==> src/rtl/dispatch_controller_pkg.sv <==
// dispatch_controller_pkg: shared dispatch types, tag constants and tag-width helper
package dispatch_controller_pkg;
    localparam int NO_TAG = 0;
    typedef enum logic [0:0] {RUN, RECOVER} dispatch_state_t;
    function automatic int tag_width(input int size);
        return $clog2(size) + 1;
    endfunction
endpackage

==> src/rtl/free_slot_picker.sv <==
// free_slot_picker: reports whether any slot is free and the lowest-index free slot
module free_slot_picker #(
    parameter int N = 8,
    localparam int W = $clog2(N)
) (
    input  logic [N-1:0] busy,
    output logic         any_free,
    output logic [W-1:0] idx
);
    assign any_free = ~&busy;
    always_comb begin
        idx = '0;
        for (int i = N - 1; i >= 0; i--) idx = busy[i] ? idx : W'(i);
    end
endmodule

==> src/rtl/dispatch_controller.sv <==
// dispatch_controller: dispatch allocation gating, ROB tag assignment and ROB/LSQ pointer ownership
module dispatch_controller
    import dispatch_controller_pkg::*;
#(
    parameter int ROB_SIZE = 16,
    parameter int RS_SIZE  = 8,
    parameter int LSQ_SIZE = 8,
    localparam int RB = $clog2(ROB_SIZE),
    localparam int LB = $clog2(LSQ_SIZE),
    localparam int SB = $clog2(RS_SIZE),
    localparam int TW = tag_width(ROB_SIZE)
) (
    input  logic               clk,
    input  logic               reset,
    input  logic               dis_valid,
    input  logic               bypass_rs,
    input  logic               needs_lsq,
    input  logic               writes_rd,
    input  logic [RS_SIZE-1:0] rs_busy,
    input  logic               commit,
    input  logic               lsq_retire,
    input  logic               flush,
    output logic               dis_fire,
    output logic               dis_stall,
    output logic               rob_we,
    output logic [RB-1:0]      rob_idx,
    output logic [TW-1:0]      dis_tag,
    output logic               rs_we,
    output logic [SB-1:0]      rs_idx,
    output logic               lsq_we,
    output logic [LB-1:0]      lsq_idx,
    output logic               mt_we,
    output logic [RB-1:0]      rob_head,
    output logic [RB:0]        rob_count,
    output logic [LB:0]        lsq_count,
    output logic [31:0]        stall_cycles
);
    dispatch_state_t state;
    logic [RB-1:0] rob_tail;
    logic [LB-1:0] lsq_head, lsq_tail;
    logic rs_free, rob_ok, rs_ok, lsq_ok, rob_pop, lsq_pop;

    free_slot_picker #(.N(RS_SIZE)) u_rs_pick (.busy(rs_busy), .any_free(rs_free), .idx(rs_idx));

    // Resource checks see only registered occupancy; same-cycle frees help next cycle
    assign rob_ok    = rob_count < (RB+1)'(ROB_SIZE);
    assign rs_ok     = bypass_rs | rs_free;
    assign lsq_ok    = !needs_lsq | (lsq_count < (LB+1)'(LSQ_SIZE));
    assign dis_fire  = dis_valid & (state == RUN) & !flush & rob_ok & rs_ok & lsq_ok;
    assign dis_stall = dis_valid & !dis_fire;
    assign rob_we    = dis_fire;
    assign rs_we     = dis_fire & !bypass_rs;
    assign lsq_we    = dis_fire & needs_lsq;
    assign mt_we     = dis_fire & writes_rd;
    assign rob_idx   = rob_tail;
    assign lsq_idx   = lsq_tail;
    assign dis_tag   = TW'(rob_tail) + TW'(1);
    assign rob_pop   = commit & (rob_count != '0);
    assign lsq_pop   = lsq_retire & (lsq_count != '0);

    always_ff @(posedge clk) begin
        if (reset) begin
            state        <= RUN;
            rob_head     <= '0;
            rob_tail     <= '0;
            rob_count    <= '0;
            lsq_head     <= '0;
            lsq_tail     <= '0;
            lsq_count    <= '0;
            stall_cycles <= '0;
        end else begin
            state        <= flush ? RECOVER : RUN;
            stall_cycles <= stall_cycles + 32'(dis_stall & ~&stall_cycles);
            if (flush) begin
                rob_head  <= '0;
                rob_tail  <= '0;
                rob_count <= '0;
                lsq_head  <= '0;
                lsq_tail  <= '0;
                lsq_count <= '0;
            end else begin
                rob_tail  <= rob_tail + RB'(rob_we);
                rob_head  <= rob_head + RB'(rob_pop);
                rob_count <= rob_count + (RB+1)'(rob_we) - (RB+1)'(rob_pop);
                lsq_tail  <= lsq_tail + LB'(lsq_we);
                lsq_head  <= lsq_head + LB'(lsq_pop);
                lsq_count <= lsq_count + (LB+1)'(lsq_we) - (LB+1)'(lsq_pop);
            end
        end
    end
endmodule

==> config.mk <==
export PLATFORM = sky130hd
export DESIGN_NAME = dispatch_controller
export DESIGN_NICKNAME = d
export VERILOG_FILES = /design/src/rtl/dispatch_controller_pkg.sv /design/src/rtl/free_slot_picker.sv /design/src/rtl/dispatch_controller.sv
export SDC_FILE = /design/constraint.sdc
export NUM_CORES = 1
export LEC_CHECK = 0
export CAP_MARGIN = 20
export CORE_UTILIZATION = 45
export DETAILED_ROUTE_END_ITERATION = 6
export PLACE_DENSITY_LB_ADDON = 0.3
export SYNTH_ARGS = -nofsm -noshare
export SYNTH_HDL_FRONTEND = slang
export SYNTH_SLANG_ARGS = --single-unit
==> constraint.sdc <==
create_clock -name clk -period 4.14 [get_ports clk]
set_input_delay 0.621 -clock clk [delete_from_list [all_inputs] [get_ports clk]]
set_output_delay 0.621 -clock clk [all_outputs]
set_load 0.03 [all_outputs]
==> run metrics <==
Clk Latency, worst-skew pair 0.31 ns; pwr dens about 380 nW/um2; initial antenna violation count 0; crit end category primary output; Post-synth top flop dfxtp_1; DP Wirelength 4660 um; Synth cell types 38; TritonCTS Sinks 53; fin worst setup slack roughly 0.62 ns; largest net degree at the start of global routing 33; cell taking the most area after synthesis dfxtp_1; number of diodes 0; hold_buf cts 0; GRT Util Overall 20.03%; Routed Antenna Nets 0; Hold Fails Final Rpt 0; Num CTS Buffers 5; CP top delay family buffers and inverters; Synth area leaders dfxtp_1 39%, ha_1 9.2%, or4_1 4.1%; Commonest cells post-synth 53 x dfxtp_1, 24 x nor2_1, 22 x a21oi_1; Clock Path Buffers 2; crit path DAT 2.90 ns; placed instance count 453; top-count cell post-synth dfxtp_1; GR Overflow Total 0; Port Buffer Count 82; CTS tree built; Final Util around 65%; drt wl/cell 13.48 um; Syn-to-layout area delta 34.59%; Syn Area/Cell 8.799 um2; maximum capacitance violations 0; wirelength, routed 6201 um; setup violators final 0; crit-path cells clkdlybuf4s50_1 > or4b_2 > a211oi_1 > buf_4 > nor2b_1 > clkdlybuf4s50_1; Seq pwr share 41.3%; DR DRC count 0; Lkg Pwr 0.001301 uW; RSZ-0062 raised after global routing no; slowest CP cell or4b_2; Mapped Area about 2700 um2; CTS root buffer clkbuf_8; postcts setup bufs 0; drt pass-1 iters 4; crit share post-route around 85%; Setup crit start kind input pin; layout cells sized above 1 5.155%; status finished, final reports clean; Slew HR 67.22%; row count 27; Post-Syn Nets 349; Nets 427; via count 2477; Worst Path Buf+Inv 3; Async SR Flop Fraction 0%; clk slew on worst S/H paths ~0.09 ns; core area around 5700 um2; Worst Path Required 3.52 ns; CP max stage delay about 0.59 ns; initial core utilization 48.06%; pre-CTS setup slack 0.6091 ns; combinational share of power a little under two fifths; Pint between 900 and 1000 uW; Max Fclk about 0.28 GHz; Syn Inst Count 310; share of the synthesized area in the top cell type between 30% and 40%; die footprint 6377 um2; Pins Over Slew Limit 0; io pins 83; Layout Cells excl Fill between 400 and 500; CP most frequent cell clkdlybuf4s50_1; number of vias per cell 5.385; H-tree depth 2; first-pass GRT wire length 10140 um; vias in the first global route ~2200; NetSw 474.1 uW; Worst Hold Class reg -> reg; measured slew at the worst slew-check pin 0.4898 ns; hold slack 0.5199 ns; minimum clock period 3.519 ns; Fin Setup TNS 0 ns; Post-synth EDFFs 0; Worst Clk Skew 0.01267 ns; sw frac 34.01%; die height 79.86 um; Seq cells post-synth 53; 1st-iter DRT viols around 110; CP max FO 8; critical path type in -> out; Clk pwr share around a fifth; sequential share of the synthesized area 38.90%; peak supply drop 295.4 uV; Die Wd ~80 um; placer congestion estimate between 0.7 and 0.8; PostCTS Resize Cnt 0; YS warnings 0
routing by layer:
metal,vias to the layer above,part of all wire (%),GRT usage (%)
li1,1260,-,-
met1,1141,45,25.23
met2,70,47,33.25
met3,6,7.1,5.486
met4,0,1.4,5.893
met5,-,0,0
flip-flops by register name, indices dropped and copies added, names as in the netlist:
register and flops:
lsq_count 4, lsq_idx 3, rob_count 5, rob_head 4, rob_idx 4, stall_cycles 32, state 1
stage by stage:
step	area [um2]	total power (uW)
after global placement	3581	1092
after detailed placement	3581	1113
after global routing	3671	1499
after CTS	3671	1409
after floorplan	2728	947.0
final	3671	1394
layout by cell type, fill, tap and decap left out, drive strengths merged, types with 10 or more instances in the layout:
cell and count:
nand4 14, ha 20, nor2 24, clkdlybuf4s50 77, or4 16, dfxtp 53
nand3 16, xnor2 12, and2 13, inv 20, nand2 15, xor2 10
o31ai 13, a21oi 22
logic make-up (layout without fill, tap and decap cells):
group	after synthesis	after routing	synth area share [%]
and+or+nand+nor	127	127	26.47
DFF	53	53	38.90
AOI/OAI and AO/OA	53	53	11.97
adders and majority gates	22	22	10.64
buffers and inverters	33	111	4.954
xor gates and xnor gates	22	22	7.064
worst min-delay path, delay by kind of cell (launching register included):
family / cells / cell delay [ns]
DFF: 1 / 0.35
and+or+nand+nor: 1 / 0.07
xor gates and xnor gates: 1 / 0.07
final cells by class:
class | instances | area, um2
sequential | 53 | 1061
fill | 479 | 2004
tap | 72 | 90.09
clock inverter | 1 | 7.507
multi-input combinational | 224 | 1531
clock buffer | 6 | 82.58
inverter | 20 | 75.07
timing repair buffer | 84 | 823.3
final timing paths:
check,from,endpoint,slack (ns),cells after the start
hold / removal,lsq_idx[2],lsq_idx[2],0.52,2
setup / recovery,dis_valid,dis_stall,0.62,6
hold reg to reg,lsq_idx[2],lsq_idx[2],0.52,2
setup reg to reg,stall_cycles[2],stall_cycles[28],1.12,9
power by group through the flow:
stage	Combinational (uW)	Clock [uW]	Sequential [uW]
after detailed placement	524	0	588
after global routing	593	325	582
final	520	298	576
after CTS	527	306	576
after floorplan	297	0	650
after global placement	504	0	587
Note: power is estimated with default switching activity, not from simulation.
